`src/rtl/program_loader_pkg.sv`:
```
// -----------------------------------------------------------------------------
// program_loader_pkg
// Shared types and constants for the boot-time program loader:
//   - state_t      : loader FSM states
//   - ERR_*        : err_code encodings reported on the err_code output
//   - LANE_*       : byte-lane indices inside an instruction slot
//   - next_lane()  : lane sequencing opcode -> op1 -> op2 -> opcode
// -----------------------------------------------------------------------------
package program_loader_pkg;

  typedef enum logic [2:0] {
    IDLE    = 3'd0,
    HDR     = 3'd1,
    PAYLOAD = 3'd2,
    CHK     = 3'd3,
    DONE    = 3'd4,
    ERR     = 3'd5
  } state_t;

  localparam logic [1:0] ERR_NONE    = 2'b00;
  localparam logic [1:0] ERR_COUNT   = 2'b01;
  localparam logic [1:0] ERR_CSUM    = 2'b10;
  localparam logic [1:0] ERR_TIMEOUT = 2'b11;

  localparam logic [1:0] LANE_OPC = 2'd0;
  localparam logic [1:0] LANE_OP1 = 2'd1;
  localparam logic [1:0] LANE_OP2 = 2'd2;

  // Lane 3 is never produced: operand 2 wraps straight back to the opcode lane.
  function automatic logic [1:0] next_lane(input logic [1:0] lane);
    return (lane == LANE_OP2) ? LANE_OPC : lane + 2'd1;
  endfunction

endpackage

```
`src/rtl/program_loader_if.sv`:
```
// -----------------------------------------------------------------------------
// program_loader_if
// Bundles the loader's byte-stream input and its instruction-RAM write port.
//   in_data/in_valid/in_ready : valid/ready byte stream into the loader
//   wr_en/wr_addr/wr_lane/wr_data : registered byte-lane RAM write port
// Modports:
//   slave  : loader side (consumes the stream, drives the write port)
//   master : producer/observer side (drives the stream, watches the writes)
// -----------------------------------------------------------------------------
interface program_loader_if #(
  parameter int ADDR_W = 6
) ();

  logic [7:0]        in_data;
  logic              in_valid;
  logic              in_ready;
  logic              wr_en;
  logic [ADDR_W-1:0] wr_addr;
  logic [1:0]        wr_lane;
  logic [7:0]        wr_data;

  modport slave (
    input  in_data,
    input  in_valid,
    output in_ready,
    output wr_en,
    output wr_addr,
    output wr_lane,
    output wr_data
  );

  modport master (
    output in_data,
    output in_valid,
    input  in_ready,
    input  wr_en,
    input  wr_addr,
    input  wr_lane,
    input  wr_data
  );

endinterface

```
`src/rtl/program_loader_timeout.sv`:
```
// -----------------------------------------------------------------------------
// loader_timeout
// Idle-cycle counter for the loader. Counts cycles while enabled and not
// cleared; o_expired is high during the cycle in which the next idle edge
// would bring the count to TIMEOUT, so the owner can leave on that edge.
// Ports:
//   clk, rst   : clock, asynchronous active-high reset
//   i_clr      : clear the count (handshake seen or not in a transfer state)
//   i_en       : count enable (transfer state active)
//   o_expired  : TIMEOUT idle edges reached on the coming edge
// -----------------------------------------------------------------------------
module loader_timeout #(
  parameter int TIMEOUT = 1024
) (
  input  logic clk,
  input  logic rst,
  input  logic i_clr,
  input  logic i_en,
  output logic o_expired
);

  localparam int CNT_W = (TIMEOUT > 2) ? $clog2(TIMEOUT) : 1;

  logic [CNT_W-1:0] r_cnt;
  logic             w_at_limit;

  assign w_at_limit = (r_cnt == CNT_W'(TIMEOUT - 1));
  assign o_expired  = i_en && w_at_limit;

  // Saturates at the limit so the count never wraps if the owner lingers.
  always_ff @(posedge clk or posedge rst) begin
    if (rst) begin
      r_cnt <= '0;
    end else if (i_clr) begin
      r_cnt <= '0;
    end else if (i_en && !w_at_limit) begin
      r_cnt <= r_cnt + CNT_W'(1);
    end
  end

endmodule

```
`src/rtl/program_loader.sv`:
```
// -----------------------------------------------------------------------------
// program_loader
// Boot stage of the 8-bit CPU. Accepts a byte stream
//   header N, 3*N payload bytes (opcode, op1, op2 per slot), checksum
// writes each payload byte into instruction RAM by {slot, lane}, verifies the
// mod-256 payload sum against the checksum byte and releases the CPU only
// after a clean load.
// Ports:
//   clk, rst   : clock, asynchronous active-high reset
//   start      : begin a new load (honoured in IDLE, DONE, ERR)
//   bus        : stream input + RAM write port (program_loader_if.slave)
//   cpu_hold   : high keeps the CPU in reset
//   done       : one-cycle pulse on a successful load
//   load_ok    : level, last load succeeded
//   err        : level, last load failed
//   err_code   : 01 bad count, 10 checksum mismatch, 11 timeout
// -----------------------------------------------------------------------------
module program_loader
  import program_loader_pkg::*;
#(
  parameter int ADDR_W  = 6,
  parameter int TIMEOUT = 1024
) (
  input  logic                  clk,
  input  logic                  rst,
  input  logic                  start,
  program_loader_if.slave       bus,
  output logic                  cpu_hold,
  output logic                  done,
  output logic                  load_ok,
  output logic                  err,
  output logic [1:0]            err_code
);

  localparam int MAX_N = 1 << ADDR_W;

  state_t            r_state;
  state_t            w_state_nxt;

  logic              w_active;
  logic              w_hs;
  logic              w_hdr_bad;
  logic [8:0]        w_hdr_m1;
  logic              w_last_byte;
  logic              w_sum_ok;
  logic              w_tmo;
  logic              w_tmo_clr;
  logic              w_to_hdr;
  logic              w_set_err;
  logic [1:0]        w_err_code_nxt;

  logic [ADDR_W-1:0] r_slot;
  logic [ADDR_W-1:0] r_last;
  logic [1:0]        r_lane;
  logic [7:0]        r_sum;

  logic              r_wr_en;
  logic [ADDR_W-1:0] r_wr_addr;
  logic [1:0]        r_wr_lane;
  logic [7:0]        r_wr_data;
  logic              r_done;
  logic              r_load_ok;
  logic              r_err;
  logic [1:0]        r_err_code;

  assign w_active  = (r_state == HDR) || (r_state == PAYLOAD) || (r_state == CHK);
  assign w_hs      = bus.in_valid && w_active;

  // Header checks. N is kept as N-1 so the last slot index fits ADDR_W bits
  // even when N = 2^ADDR_W.
  assign w_hdr_bad   = (bus.in_data == 8'd0) || (int'(bus.in_data) > MAX_N);
  assign w_hdr_m1    = {1'b0, bus.in_data} - 9'd1;
  assign w_last_byte = (r_slot == r_last) && (r_lane == LANE_OP2);
  assign w_sum_ok    = (bus.in_data == r_sum);

  // Any handshake restarts the idle window; outside a transfer the counter
  // is held clear so every entry to HDR starts from zero.
  assign w_tmo_clr = !w_active || w_hs;

  loader_timeout #(
    .TIMEOUT (TIMEOUT)
  ) u_timeout (
    .clk       (clk),
    .rst       (rst),
    .i_clr     (w_tmo_clr),
    .i_en      (w_active),
    .o_expired (w_tmo)
  );

  // Next-state logic. A handshake always takes priority over a timeout that
  // expires on the same edge.
  always_comb begin
    w_state_nxt    = r_state;
    w_to_hdr       = 1'b0;
    w_set_err      = 1'b0;
    w_err_code_nxt = ERR_NONE;
    case (r_state)
      IDLE, DONE, ERR: begin
        if (start) begin
          w_state_nxt = HDR;
          w_to_hdr    = 1'b1;
        end
      end
      HDR: begin
        if (w_hs) begin
          if (w_hdr_bad) begin
            w_state_nxt    = ERR;
            w_set_err      = 1'b1;
            w_err_code_nxt = ERR_COUNT;
          end else begin
            w_state_nxt = PAYLOAD;
          end
        end else if (w_tmo) begin
          w_state_nxt    = ERR;
          w_set_err      = 1'b1;
          w_err_code_nxt = ERR_TIMEOUT;
        end
      end
      PAYLOAD: begin
        if (w_hs) begin
          if (w_last_byte) begin
            w_state_nxt = CHK;
          end
        end else if (w_tmo) begin
          w_state_nxt    = ERR;
          w_set_err      = 1'b1;
          w_err_code_nxt = ERR_TIMEOUT;
        end
      end
      CHK: begin
        if (w_hs) begin
          if (w_sum_ok) begin
            w_state_nxt = DONE;
          end else begin
            w_state_nxt    = ERR;
            w_set_err      = 1'b1;
            w_err_code_nxt = ERR_CSUM;
          end
        end else if (w_tmo) begin
          w_state_nxt    = ERR;
          w_set_err      = 1'b1;
          w_err_code_nxt = ERR_TIMEOUT;
        end
      end
      default: begin
        w_state_nxt = IDLE;
      end
    endcase
  end

  always_ff @(posedge clk or posedge rst) begin
    if (rst) begin
      r_state <= IDLE;
    end else begin
      r_state <= w_state_nxt;
    end
  end

  // ---- stage p0 -> p1: slot/lane sequencing and running payload sum ----
  // Pure datapath; every field is re-initialised by the header handshake
  // before it is used.
  always_ff @(posedge clk) begin
    if ((r_state == HDR) && w_hs) begin
      r_slot <= '0;
      r_lane <= LANE_OPC;
      r_sum  <= 8'd0;
      r_last <= ADDR_W'(w_hdr_m1);
    end else if ((r_state == PAYLOAD) && w_hs) begin
      r_sum  <= r_sum + bus.in_data;
      r_lane <= next_lane(r_lane);
      if (r_lane == LANE_OP2) begin
        r_slot <= r_slot + ADDR_W'(1);
      end
    end
  end

  // ---- stage p1: registered RAM write port and status outputs ----
  always_ff @(posedge clk or posedge rst) begin
    if (rst) begin
      r_wr_en    <= 1'b0;
      r_wr_addr  <= '0;
      r_wr_lane  <= LANE_OPC;
      r_wr_data  <= 8'd0;
      r_done     <= 1'b0;
      r_load_ok  <= 1'b0;
      r_err      <= 1'b0;
      r_err_code <= ERR_NONE;
    end else begin
      r_wr_en <= 1'b0;
      r_done  <= 1'b0;
      if ((r_state == PAYLOAD) && w_hs) begin
        r_wr_en   <= 1'b1;
        r_wr_addr <= r_slot;
        r_wr_lane <= r_lane;
        r_wr_data <= bus.in_data;
      end
      if ((r_state == CHK) && w_hs && w_sum_ok) begin
        r_done    <= 1'b1;
        r_load_ok <= 1'b1;
      end
      if (w_set_err) begin
        r_err      <= 1'b1;
        r_err_code <= w_err_code_nxt;
      end
      if (w_to_hdr) begin
        r_load_ok  <= 1'b0;
        r_err      <= 1'b0;
        r_err_code <= ERR_NONE;
      end
    end
  end

  assign bus.in_ready = w_active;
  assign bus.wr_en    = r_wr_en;
  assign bus.wr_addr  = r_wr_addr;
  assign bus.wr_lane  = r_wr_lane;
  assign bus.wr_data  = r_wr_data;

  // The CPU runs only while the loader rests in DONE; any new load re-holds it.
  assign cpu_hold = (r_state != DONE);
  assign done     = r_done;
  assign load_ok  = r_load_ok;
  assign err      = r_err;
  assign err_code = r_err_code;

endmodule

```
`src/flat_wrapper.sv`:
```
// flat-port wrapper written by rule: the top's interface ports become plain ports
module program_loader_flat import program_loader_pkg::*;
#(
  parameter int ADDR_W  = 6,
  parameter int TIMEOUT = 1024
)
  (clk, rst, start, cpu_hold, done, load_ok, err, err_code, bus_in_data, bus_in_valid, bus_in_ready, bus_wr_en, bus_wr_addr, bus_wr_lane, bus_wr_data);
  program_loader_if #(.ADDR_W(ADDR_W)) bus_i ();
  input  logic clk;
  input  logic rst;
  input  logic start;
  output logic cpu_hold;
  output logic done;
  output logic load_ok;
  output logic err;
  output logic [1:0] err_code;
  input wire logic [$bits(bus_i.in_data)-1:0] bus_in_data;
  input wire logic [$bits(bus_i.in_valid)-1:0] bus_in_valid;
  output wire logic [$bits(bus_i.in_ready)-1:0] bus_in_ready;
  output wire logic [$bits(bus_i.wr_en)-1:0] bus_wr_en;
  output wire logic [$bits(bus_i.wr_addr)-1:0] bus_wr_addr;
  output wire logic [$bits(bus_i.wr_lane)-1:0] bus_wr_lane;
  output wire logic [$bits(bus_i.wr_data)-1:0] bus_wr_data;
  assign bus_i.in_data = bus_in_data;
  assign bus_i.in_valid = bus_in_valid;
  assign bus_in_ready = bus_i.in_ready;
  assign bus_wr_en = bus_i.wr_en;
  assign bus_wr_addr = bus_i.wr_addr;
  assign bus_wr_lane = bus_i.wr_lane;
  assign bus_wr_data = bus_i.wr_data;
  program_loader #(.ADDR_W(ADDR_W), .TIMEOUT(TIMEOUT)) u_core (.clk(clk), .rst(rst), .start(start), .bus(bus_i), .cpu_hold(cpu_hold), .done(done), .load_ok(load_ok), .err(err), .err_code(err_code));
endmodule
```
`config.mk`:
```
export PLATFORM = sky130hd
export DESIGN_NAME = program_loader_flat
export DESIGN_NICKNAME = d
export VERILOG_FILES = /design/src/rtl/program_loader_pkg.sv /design/src/rtl/program_loader_if.sv /design/src/rtl/program_loader_timeout.sv /design/src/rtl/program_loader.sv /design/src/flat_wrapper.sv
export SDC_FILE = /design/constraint.sdc
export NUM_CORES = 1
export LEC_CHECK = 0
export ABC_AREA = 1
export BUFFER_PORTS_ARGS = -buffer_cell sky130_fd_sc_hd__buf_2
export CORE_UTILIZATION = 58
export DETAILED_ROUTE_END_ITERATION = 12
export HOLD_SLACK_MARGIN = 0.1
export PLACE_DENSITY = 0.79
export SETUP_SLACK_MARGIN = 0.2
export SYNTH_ARGS = -nofsm -noshare
export SYNTH_HDL_FRONTEND = slang
export SYNTH_SLANG_ARGS = --single-unit
export TNS_END_PERCENT = 20
```
`constraint.sdc`:
```
create_clock -name clk -period 1.7 [get_ports clk]
set_input_delay 0.085 -clock clk [delete_from_list [all_inputs] [get_ports clk]]
set_output_delay 0.085 -clock clk [all_outputs]
set_load 0.1 [all_outputs]
```
After elaboration in Yosys (flattened, before gate mapping)
Index checks and enable logic that the tools add are counted.
- memories kept: 0
- RAM bits: 0
- latch bits: 0
- bits in read-only memories: 0
- input port bits: 12
- register bits: 57
- reduce and logical (&&, ||, !) cells: 22
- mux-type cells: 36
- multipliers: 0
- eq/ne operators: 12
- bitwise logic cells: 0
- add/subtract/negate cells: 5
- div/mod/pow operators: 0
- $lt $le $gt $ge: 1
- shift-type cells: 0
- operator list (cell ; number):
    $mux W3 ; 7
    $mux W10 ; 2
    $mux W1 ; 16
    $mux W2 ; 8
    $pmux W3 S4 ; 1
    $add A10 B1 Y10 const B ; 1
    $eq A10 B10 Y1 const B ; 1
    $add A8 B8 Y8 ; 1
    $eq A8 B8 Y1 ; 1
    $gt A8 B7 Y1 const B ; 1
    $logic_and A1 B1 Y1 ; 8
    $logic_not A8 Y1 ; 1
    $add A6 B1 Y6 const B ; 1
    $eq A3 B2 Y1 const B ; 2
    $eq A3 B3 Y1 const B ; 2
    $eq A6 B6 Y1 ; 1
    $ne A3 B3 Y1 const B ; 2
    $pmux W2 S3 ; 1
    $reduce_bool A2 Y1 ; 3
    $sub A6 B1 Y6 const B ; 1
    $logic_or A1 B1 Y1 ; 4
    $reduce_and A2 Y1 ; 2
    $eq A3 B1 Y1 const B ; 1
    $logic_not A3 Y1 ; 1
    other kinds (6) ; 7

Logic depth before layout (Yosys ltp)
Gate-level depths: netlist of run 1.
- word-level depth: 9
- gate-level depth with buffers: 11
- gate-level depth less buffers: 11

Modules after synthesis
From an unflattened synthesis of run 1, not the netlist that was laid out.
- cells, all modules: 427
- area, all modules: 3144.3 um^2
- by module, submodules not included (module ; area each (um^2) ; times used ; cells each ; seq. area each (um^2)):
    program_loader ; 2473.6 ; 1 ; 323 ; 1126.1
    loader_timeout ; 670.6 ; 1 ; 104 ; 250.2

Worst setup path after synthesis of run 1
No wires, ideal clock.
- path type: flip-flop to flip-flop
- start point: register u_core.r_state[2]
- end point: register u_core.r_err_code[0] (netlist: u_core.err_code[0])
- setup slack: -369 ps
- data required time: 1576 ps
- period minus slack after synthesis: 2069 ps
- cell stages (with the launch flop): 11
- data arrival time: 1946 ps
- buffers on the path: 0
- cells stage by stage: dfrtp_1 inv_1 nand2_1 nand2_1 nand2_1 nor2_2 nand2_2 nor2_2 nor2_2 nand4_1 nand2_1
- longest elaborated chain between the ends: 9
- RTL lines (what ; line ; source):
    from (decl) ; program_loader.sv:37 ; state_t r_state;
    from (signal assigned) ; program_loader.sv:155 ; r_state <= w_state_nxt;
    $eq A3 B1 Y1 or $eq A3 B2 Y1 (tied branches) ; program_loader.sv:66 ; assign w_active = (r_state == HDR) || (r_state == PAYLOAD) || (r_state == CHK);
    $logic_or A1 B1 Y1 ; program_loader.sv:66 ;
    $logic_or A1 B1 Y1 * ; program_loader.sv:66 ;
    net bus_in_ready ; flat_wrapper.sv:19 ; output wire logic [$bits(bus_i.in_ready)-1:0] bus_in_ready;
    $logic_and A1 B1 Y1 ; program_loader_timeout.sv:28 ; assign o_expired = i_en && w_at_limit;
    $mux W2 ; program_loader.sv:113, program_loader.sv:124, program_loader.sv:139 ;
    $mux W2, on equally long branches ; program_loader.sv:131, program_loader.sv:105, program_loader.sv:120 ;
    $pmux W2 S3 ; program_loader.sv:97 ; case (r_state)
    $mux W2 ; program_loader.sv:201 ; if (w_set_err) begin
    $mux W2 ; program_loader.sv:205 ; if (w_to_hdr) begin
    to (signal assigned) ; program_loader.sv:203 ; r_err_code <= w_err_code_nxt;
    to (decl) ; program_loader.sv:64 ; logic [1:0] r_err_code;
The timed path passes the listed nets; every way through them passes the cells marked *. The select of a mux whose other input is x is not followed.
A chain may end at the register's enable or synchronous reset.

Worst setup path in the final report of run 1
- start point: register u_core.r_sum[2]
- end point: register u_core.r_err_code[1] (netlist: u_core.err_code[1])
- longest elaborated chain between the ends: 6
- RTL lines (what ; line ; source):
    from (decl) ; program_loader.sv:55 ; logic [7:0] r_sum;
    from (signal assigned) ; program_loader.sv:169 ; r_sum <= r_sum + bus.in_data;
    $eq A8 B8 Y1 * ; program_loader.sv:74 ; assign w_sum_ok = (bus.in_data == r_sum);
    $mux W2 ; program_loader.sv:132 ; if (w_sum_ok) begin
    $mux W2 ; program_loader.sv:131 ; if (w_hs) begin
    $pmux W2 S3 ; program_loader.sv:97 ;
    $mux W2 ; program_loader.sv:201 ;
    $mux W2 ; program_loader.sv:205 ;
Every way passes the cells marked *; elsewhere a longest branch is shown, timed or not. The select of a mux whose other input is x is not followed.

==> results of run 1 <==
==> stage by stage <==
step | worst slack, ps | hold slack [ps] | power [W] | setup TNS [ps]
3_3_place_gp | -51.6 | 114 | 0.00394 | -89.3
2_1_floorplan | 216 | 202 | 0.00347 | 0
4_1_cts | 158 | 101 | 0.00544 | 0
6_report | 131 | 115 | 0.00551 | 0
3_5_place_dp | -37.4 | 125 | 0.00397 | -82.7
5_1_grt | 37.0 | 119 | 0.00575 | 0
==> worst reg2reg max path, cell delays in order (launching register included) <==
cell and delay, ps:
dfxtp_2 340, ha_4 260, inv_2 70, nand2_2 70
nor2_4 110, nand3_2 90, nand2_2 120, nor2_2 40
nor2_2 140, o21a_1 150, nand2_1 60
==> metal layers <==
layer  wire length [um]  part of all wire (%)  vias to the layer above
met5                  0                     0                        -
met4                173                   2.3                        0
met3                418                   5.6                       21
met2               3640                    49                      107
met1               3250                    43                     1412
li1                   -                     -                     1434
==> power by group <==
group          internal [W]  switching (W)
Combinational      0.000665        0.00185
Sequential          0.00160       0.000150
Clock              0.000711       0.000532
==> final cells by class <==
class,count,area (um^2),area share [%]
multi-input cells,271,1660,40.9
inverters,65,246,6.08
repair buffers,71,477,11.8
clock inverters,5,55.1,1.36
clock buffers,11,141,3.49
well taps,70,87.6,2.16
flip-flops and latches,57,1390,34.3
==> registers in the layout, indices dropped and copies added, names as in the netlist <==
register / count
u_core.bus.wr_data: 8
u_core.err: 1
u_core.load_ok: 1
u_core.u_timeout.r_cnt: 10
u_core.r_last: 6
u_core.bus.wr_addr: 6
u_core.err_code: 2
u_core.r_sum: 8
u_core.done: 1
u_core.bus.wr_en: 1
u_core.bus.wr_lane: 2
u_core.r_state: 3
u_core.r_lane: 2
u_core.r_slot: 6
==> placed cells by master, fill, tap and decap left out, drive strengths merged, types with 2 or more instances in the layout <==
cell type,instances
nand2,96
buf,66
inv,65
nor2,48
o21ai,37
dfrtp,35
nand3,21
a21oi,17
dfxtp,16
clkbuf,11
nor3,11
xor2,10
ha,10
edfxtp,6
nand4,5
dlygate4sd3,5
o21a,4
a211oi,2
clkinv,2
clkinvlp,2
a21boi,2
==> worst max path at each step <==
stage,slack (ps),cells after the start,endpoint
global route,40,10,u_core.err_code[1]
finish,130,10,u_core.err_code[1]
CTS,160,11,u_core.err_code[1]
global placement,-50,8,u_core.r_state[0]
floorplan,220,10,u_core.err_code[0]
detailed placement,-40,8,u_core.r_state[0]
==> repair_timing <==
action,4_1_cts,5_1_grt
hold buffers,5,0
pin swaps,14,10
endpoints found under the hold margin,38,0
buffers inserted,14,4
cloned,0,0
gates resized for setup,39,21
endpoints found under the setup margin,40,53
==> logic make-up after synthesis <==
family / Yosys count
flops: 57
compound gates: 66
buf+inv: 69
xor+xnor: 10
simple gates: 184
fa+ha+maj: 11
==> flow_metrics.tcl, run 1 <==
set metrics [dict create \
    viasPerCell 5.41 \
    synth_top_family_by_area "simple AND/OR/NAND/NOR gates" \
    setup_viol 0 \
    whs_path_depth 3 \
    post-route-min-period_ps 1570 \
    rsz0062_at_grt "true" \
    fmax_mhz 637 \
    grt_pass1_wl_um 11700 \
    grtUsageMet2_pct 45.4 \
    use_met3_pct 4.61 \
    cts_sinks 57 \
    path_class "flop to flop" \
    ys.flop_type "dfrtp_1" \
    muxShareOfSynthArea_pct 0 \
    placed_area_um2 3460 \
    synth_compound_area_share_pct 11.8 \
    syn_inst 397 \
    cp-start-kind "flop" \
    layout.nets 498 \
    r2r_start "u_core.r_sum[2]" \
    cp-startpoint "u_core.r_sum[2]" \
    met1_usage_pct 36.6 \
    synth_common_cells "91 x nand2_1, 62 x inv_1, 40 x nor2_1" \
    fillers 347 \
    path_cells "ha_4, inv_2, nand2_2, nor2_4, nand3_2, nand2_2, nor2_2, nor2_2, o21a_1, nand2_1" \
    area_growth_pct 32.9 \
    syn_nets 420 \
    core_area_um2 5070 \
    path_clk_slew_ps 70 \
    io_buffer_count 35 \
    dp.cells 511 \
    final_area_um2 4050 \
    grt_pass1_vias 2630 \
    remaining_drc_errors 0 \
    slew_headroom_pct 67.6 \
    synth_top_cell_area_share_pct 28.7 \
    synth_xor_area_share_pct 2.87 \
    whs_endpoint "u_core.bus.wr_data[2]" \
    syn_area_per_cell_um2 7.68 \
    rrSetupSlack_ps 130 \
    vias 2974 \
    hpwlAfterDp_um 5040 \
    cts_made_buffers 9 \
    seq_area_frac_synth_pct 45.1 \
    yosys-top-cells-area "dfrtp_1 29%, nand2_1 11%, dfxtp_1 11%" \
    gp_congestion 0.947 \
    cp_max_fo 4 \
    die_w_um 74.5 \
    cts-root-buf "clkbuf_8" \
    synth_edf_count 6 \
    p_per_area_nw_per_um2 1360 \
    tritoncts "done" \
    worst_skew_pair.late_latency_ps 340 \
    initial_core_util_pct 60.1 \
    synthAdderAreaFrac_pct 4.76 \
    cp_slowest_cell "dfxtp_2" \
    r2r_cells 10 \
    tightestPinTransition_ps 489 \
    critical_path_buf_inv_count 1 \
    cp.arrival_ps 1790 \
    async_reset_ff_share_pct 61.4 \
    yosysWarnings 0 \
    ioPinCount 36 \
    cts-htree-levels 3 \
    grt_start_max_net_pins 22 \
    hp-start "bus_in_data[2]" \
    layout.cells.non_filler 550 \
    leakage_nw 2.00 \
    cp.required_ps 1920 \
    ant_nets 0 \
    ir_worst_vdd_mv 1.59 \
    cp-end-kind "flop" \
    die_y_um 74.5 \
    drive_gt1_share_pct 31.9 \
    drt_iter0_drc 177 \
    status "finished, final reports clean" \
    cpPeakStageDelay_ps 340 \
    fin_skew_ps 11.5 \
    drt-total-wl_um 7480 \
    max-cap-violations 0 \
    drt_pass1_iterations 5 \
    hold_class "input pin to flop" \
    diodes 0 \
    r2r-end "u_core.err_code[1]" \
    cts_max_path_buffers 2 \
    cp_top_family "simple AND/OR/NAND/NOR gates" \
    fin_util_pct 79.9 \
    rows 26 \
    hold_viol 0 \
    yosysMostFrequentCell "nand2_1" \
    ys_types 35 \
    busiest_layer "met2" \
    ys_ff_latch 57 \
    antenna_found_initial 0 \
    synth_area_um2 3050 \
    grt_overflow 0 \
    yosys.area_share.simple_pct 26.9 \
    track_usage_pct 28.2 \
    fin_crit_sh_pct 92.3 \
    synth_top_area_cell "dfrtp_1" \
    dieArea_um2 5550 \
    drv_slew 0 \
    routedWlPerCell_um 13.6 \
]
Note: power is estimated with default switching activity, not from simulation.
==> run 2: changes to the inputs <==
- ABC_AREA: 1 -> 0
- PLACE_DENSITY: 0.79 -> 0.8
==> run 2 against run 1 <==
  * Largest cell class unchanged
  * Setup slack got worse by 170 ps
  * The run now ends with negative setup slack left
  * Count of clock-buffer cells in the layout increased by 4
  * Wire length increased by 15%
  * Flip-flop and latch count unchanged
  * Register-to-register slack got worse by 170 ps
  * Critical path depth decreased by 4
  * Cell count decreased by 12%
  * Power increased by 28%
  * Maximum frequency decreased by 9.7%
  * Synthesized area decreased by 2.3%
  * Synthesized cell count decreased by 18%
==> flow_metrics.tcl, run 2 <==
set metrics [dict create \
    yosysMostFrequentCell "nand2_1" \
    ioPinCount 36 \
    antenna_found_initial 0 \
    whs_ps 140 \
    fin_skew_ps 3.33 \
    setup_slack_ps -38.4 \
    cts_made_buffers 9 \
    ys_types 58 \
    cp.arrival_ps 2020 \
    cts_max_path_buffers 2 \
    hpwlAfterDp_um 4860 \
    drt-total-wl_um 8570 \
    grt_overflow 0 \
    fin_crit_sh_pct 102 \
    gp_congestion 0.905 \
    grt_pass1_vias 2681 \
    path_clk_slew_ps 60 \
    cts-htree-levels 3 \
    rows 25 \
    initial_core_util_pct 61.5 \
    fmax_mhz 575 \
    vias 2860 \
    remaining_drc_errors 0 \
    syn_inst 325 \
    leakage_nw 1.89 \
    ir_worst_vdd_mv 2.00 \
    die_y_um 73.7 \
    drt_pass1_iterations 5 \
    yosys-top-cells-area "dfrtp_1 29%, dfxtp_1 11%, nand2_1 8.9%" \
    synth_top_cell_area_share_pct 29.4 \
    final_cell_mix "69 x nand2_1, 44 x buf_4, 33 x buf_2" \
    p_per_area_nw_per_um2 1710 \
    layout_commonest_cell "nand2_1" \
    ant_nets 0 \
    drt_iter0_drc 262 \
    max-cap-violations 0 \
    final_area_um2 4110 \
    drv_slew 0 \
    seq_area_frac_synth_pct 46.2 \
    synth_area_um2 2980 \
    ys.flop_type "dfrtp_1" \
    post-route-min-period_ps 1740 \
    cp_max_fo 3 \
    io_buffer_count 35 \
    cp-start-kind "flop" \
    area_growth_pct 37.8 \
    synth_edf_count 6 \
    path_class "flop to flop" \
    die_w_um 73.7 \
    place_ws_ps -144 \
    setup_tns_ps -71.1 \
    tritoncts "done" \
    synth_top_area_cell "dfrtp_1" \
    cp-end-kind "flop" \
    diodes 0 \
    ys_ff_latch 57 \
    worst_skew_pair.late_latency_ps 350 \
    slew_headroom_pct 62.2 \
    layout.nets 433 \
    viasPerCell 5.93 \
    dieArea_um2 5430 \
    synth_common_cells "71 x nand2_1, 35 x dfrtp_1, 24 x nor2_1" \
    syn_nets 348 \
    placed_area_um2 3540 \
    rsz0062_at_grt "true" \
    async_reset_ff_share_pct 61.4 \
    routedWlPerCell_um 17.8 \
    largest-register "u_core.u_timeout.r_cnt" \
    drive_gt1_share_pct 35.4 \
    hold_viol 0 \
    violations "negative setup slack" \
    grt_pass1_wl_um 13000 \
    syn_area_per_cell_um2 9.17 \
    grt_start_max_net_pins 23 \
    cts-root-buf "clkbuf_8" \
    hold_class "input pin to flop" \
    setup_viol 2 \
    yosysWarnings 0 \
    largest_reg_flops 10 \
    cts_sinks 57 \
    finalPower_w 0.00705 \
    cp.required_ps 1980 \
    track_usage_pct 32.6 \
    status "finished with violations" \
    core_area_um2 4850 \
    tightestPinTransition_ps 566 \
]
[run 2: cell types whose count changed in the layout (fill, tap and decap cells not counted), sizes merged, moves of 4 or more]
cell,delta
nand3,-14
clkbuf,+4
buf,+16
nor2,-24
nor4,+4
a211oi,+4
nand2,-25
nor2b,+4
o21ai,-23
xnor2,+14
inv,-54
and3,+4
[run 2: through the flow]
| step | instances | utilization [%] |
|---|---|---|
| 6_report | 482 | 84.7 |
| 5_1_grt | 482 | 84.7 |
| 4_1_cts | 480 | 83.4 |
| 3_5_place_dp | 459 | 73.0 |
| 3_3_place_gp | 459 | 73.0 |
| 2_1_floorplan | 325 | - |
[run 2: final timing paths]
| path | from | to | slack (ps) | cells after the start |
|---|---|---|---|---|
| max in group asynchronous | rst | u_core.r_state[1] | 1110 | 4 |
| hold reg to reg | u_core.bus.wr_addr[3] | u_core.bus.wr_addr[3] | 470 | 2 |
| hold / removal | start | u_core.load_ok | 140 | 3 |
| setup reg to reg | u_core.r_sum[1] | u_core.r_sum[7] | -40 | 6 |
| setup / recovery | u_core.r_sum[1] | u_core.r_sum[7] | -40 | 6 |
| min in group asynchronous | rst | u_core.bus.wr_addr[2] | 310 | 4 |
[run 2: power by group]
part           switching, W  total (W)  internal [W]
logic               0.00249    0.00372       0.00123
clock network      0.000547    0.00140      0.000848
registers          0.000232    0.00193       0.00170
total               0.00327    0.00705       0.00378
[run 2: kinds of logic (layout without fill, tap and decap cells)]
| family | count (synthesis) | after routing | share of synthesized area, % |
|---|---|---|---|
| XOR/XNOR | 27 | 27 | 7.93 |
| AO/OA/AOI/OAI | 61 | 61 | 13.8 |
| adder cells (fa/ha/maj) | 11 | 11 | 4.87 |
| AND/OR/NAND/NOR | 147 | 147 | 24.0 |
| flip-flops | 57 | 57 | 46.2 |
| buffers and inverters | 22 | 112 | 3.15 |
[run 2: cell type report]
class | count | area (um^2)
clock buffers | 15 | 188
clock inverters | 1 | 30.0
fillers | 256 | 739
inverters | 11 | 41.3
multi-input cells | 246 | 1790
flip-flops and latches | 57 | 1390
well taps | 67 | 83.8
repair buffers | 85 | 591
[run 2: critical path, cell delays in order (launching register included)]
cell	delay (ps)
dfxtp_4	360
ha_4	240
a211oi_4	290
o21ai_2	80
and3_1	170
or4_1	400
a21oi_1	130
[run 2: per-layer routing]
metal | track usage (%) | share of wire [%]
met2 | 51.7 | 49
met1 | 40.8 | 40
met3 | 7.41 | 6.3
met5 | 0 | 0
met4 | 18.4 | 4.2
[run 2: what timing repair did]
| action | in CTS | in global routing |
|---|---|---|
| hold buffers | 3 | 0 |
| endpoints found under the hold margin | 38 | 0 |
| resized for setup | 48 | 12 |
| setup endpoints to repair | 22 | 32 |
| pin swaps | 31 | 11 |
| setup buffers | 2 | 2 |
| gates cloned | 0 | 0 |
==> run 3: changes to the inputs <==
- SETUP_SLACK_MARGIN: 0.2 -> 0.02
==> run 3 against run 2 <==
  * The flow still finishes with violations (negative setup slack)
  * Flip-flop and latch count unchanged
  * Sequential power down 2%
  * Die area unchanged
  * Global-route usage shrank 2.0 points
  * Register-to-register slack got worse by 80 ps
==> flow_metrics.tcl, run 3 (same netlist as run 2, synthesis figures left out) <==
set metrics [dict create \
    routedWlPerCell_um 16.8 \
    tightestPinTransition_ps 496 \
    path_class "flop to flop" \
    die_w_um 73.7 \
    grt_overflow 0 \
    r2r_start "u_core.r_sum[6]" \
    cts_sinks 57 \
    endpoint "u_core.r_sum[7]" \
    tritoncts "done" \
    setup_slack_ps -119 \
    hold_viol 0 \
    rrSetupSlack_ps -120 \
    cts-root-buf "clkbuf_8" \
    r2r-end "u_core.r_sum[7]" \
    drv_slew 0 \
    cp-end-kind "flop" \
    drt-total-wl_um 8060 \
    remaining_drc_errors 0 \
    ir_worst_vdd_mv 2.36 \
    fin_skew_ps 3.46 \
    drt_iter0_drc 195 \
    fin_crit_sh_pct 107 \
    gp_congestion 0.911 \
    grt_start_max_net_pins 36 \
    io_buffer_count 35 \
    post-route-min-period_ps 1820 \
    rsz0062_at_grt "true" \
    p_sw_w 0.00317 \
    cp-start-kind "flop" \
    initial_core_util_pct 61.5 \
    p_per_area_nw_per_um2 1730 \
    core_area_um2 4850 \
    viasPerCell 5.79 \
    grt_pass1_vias 2606 \
    dieArea_um2 5430 \
    diodes 0 \
    fin_util_pct 83.2 \
    hpwlAfterDp_um 4730 \
    status "finished with violations" \
    largest_reg_flops 10 \
    cts_max_path_buffers 2 \
    p_int_w 0.00383 \
    area_growth_pct 35.3 \
    combinationalPowerShare_pct 50.3 \
    leakage_nw 1.89 \
    layout_commonest_cell "nand2_1" \
    violations "negative setup slack" \
    slew_headroom_pct 67.2 \
    worst_skew_pair.late_latency_ps 340 \
    cts_made_buffers 9 \
    cp.required_ps 1980 \
    drive_gt1_share_pct 32.6 \
    final_cell_mix "70 x nand2_1, 45 x buf_4, 34 x buf_2, 34 x dfrtp_1, 21 x nor2_1" \
    swShare_pct 45.3 \
    cts-htree-levels 3 \
    rows 25 \
    antenna_found_initial 0 \
    grt_pass1_wl_um 12200 \
    ioPinCount 36 \
    drt_pass1_iterations 4 \
    sequentialPowerShare_pct 27.0 \
    final_area_um2 4030 \
    ant_nets 0 \
    r2r_cells 6 \
    layout.nets 432 \
    hold_class "input pin to flop" \
    clockPowerShare_pct 22.6 \
    vias 2783 \
    cp.arrival_ps 2100 \
    whs_ps 139 \
    path_clk_slew_ps 70 \
    finalPower_w 0.00700 \
    placed_area_um2 3540 \
    cp_max_fo 3 \
    setup_viol 7 \
    largest-register "u_core.u_timeout.r_cnt" \
    cp-startpoint "u_core.r_sum[6]" \
    fmax_mhz 550 \
    track_usage_pct 30.6 \
    max-cap-violations 0 \
    die_y_um 73.7 \
]
[run 3: cell types whose count changed in the layout (fill, tap and decap cells not counted), sizes merged]
cell | before | now
clkbuf | 15 | 12
buf | 82 | 80
bufinv | 1 | 3
clkinv | 0 | 1
inv | 11 | 12
[run 3: worst min-delay path by stage]
stage | cells after the start | to | from | slack [ps]
4_1_cts | 4 | u_core.bus.wr_data[6] | bus_in_data[6] | 110
5_1_grt | 3 | u_core.load_ok | start | 140
2_1_floorplan | 2 | u_core.bus.wr_data[2] | bus_in_data[2] | 190
3_5_place_dp | 3 | u_core.u_timeout.r_cnt[5] | rst | 210
6_report | 3 | u_core.load_ok | start | 140
3_3_place_gp | 3 | u_core.bus.wr_lane[1] | rst | 210
[run 3: repair_timing]
item	in CTS	in global routing
pin swaps	9	6
gates resized for setup	18	18
hold buffers	3	0
setup endpoints to repair	10	13
hold endpoints to repair	38	0
setup buffers	2	1
[run 3: power groups by stage]
stage,sequential (W),combinational [W],clock (W)
3_5_place_dp,0.00188,0.00313,0
3_3_place_gp,0.00187,0.00310,0
5_1_grt,0.00193,0.00372,0.00165
2_1_floorplan,0.00287,0.00141,0
4_1_cts,0.00189,0.00329,0.00159
6_report,0.00189,0.00352,0.00158
[run 3: area by class of cell]
type                            count  area [um^2]
Multi-Input combinational cell    246         1720
Inverter                           11         41.3
Sequential cell                    57         1380
Fill cell                         276          815
Clock inverter                      5          101
Tap cell                           67         83.8
Timing Repair Buffer               84          566
Clock buffer                       11          141
[run 3: critical path, stage by stage, from the launching register on]
cell and delay (ps):
dfxtp_1 320, ha_1 340, o21ai_0 120, o21bai_1 200
a21oi_1 140, or4_1 500, a21oi_1 130
[run 3: layer usage]
layer  track usage (%)  vias up  part of all wire [%]
li1                  -     1301                     -
met1              38.5     1302                    41
met2              47.8      139                    48
met3              5.21       41                   5.9
met4              20.9        0                   5.1
met5                 0        -                     0
[run 3: per-stage QoR]
step	setup slack [ps]	instances	setup TNS, ps
floorplan	-125	325	-268
global placement	-76.8	459	-149
detailed placement	-152	459	-394
CTS	-7.76	480	-7.76
global route	-213	481	-1280
finish	-119	481	-513
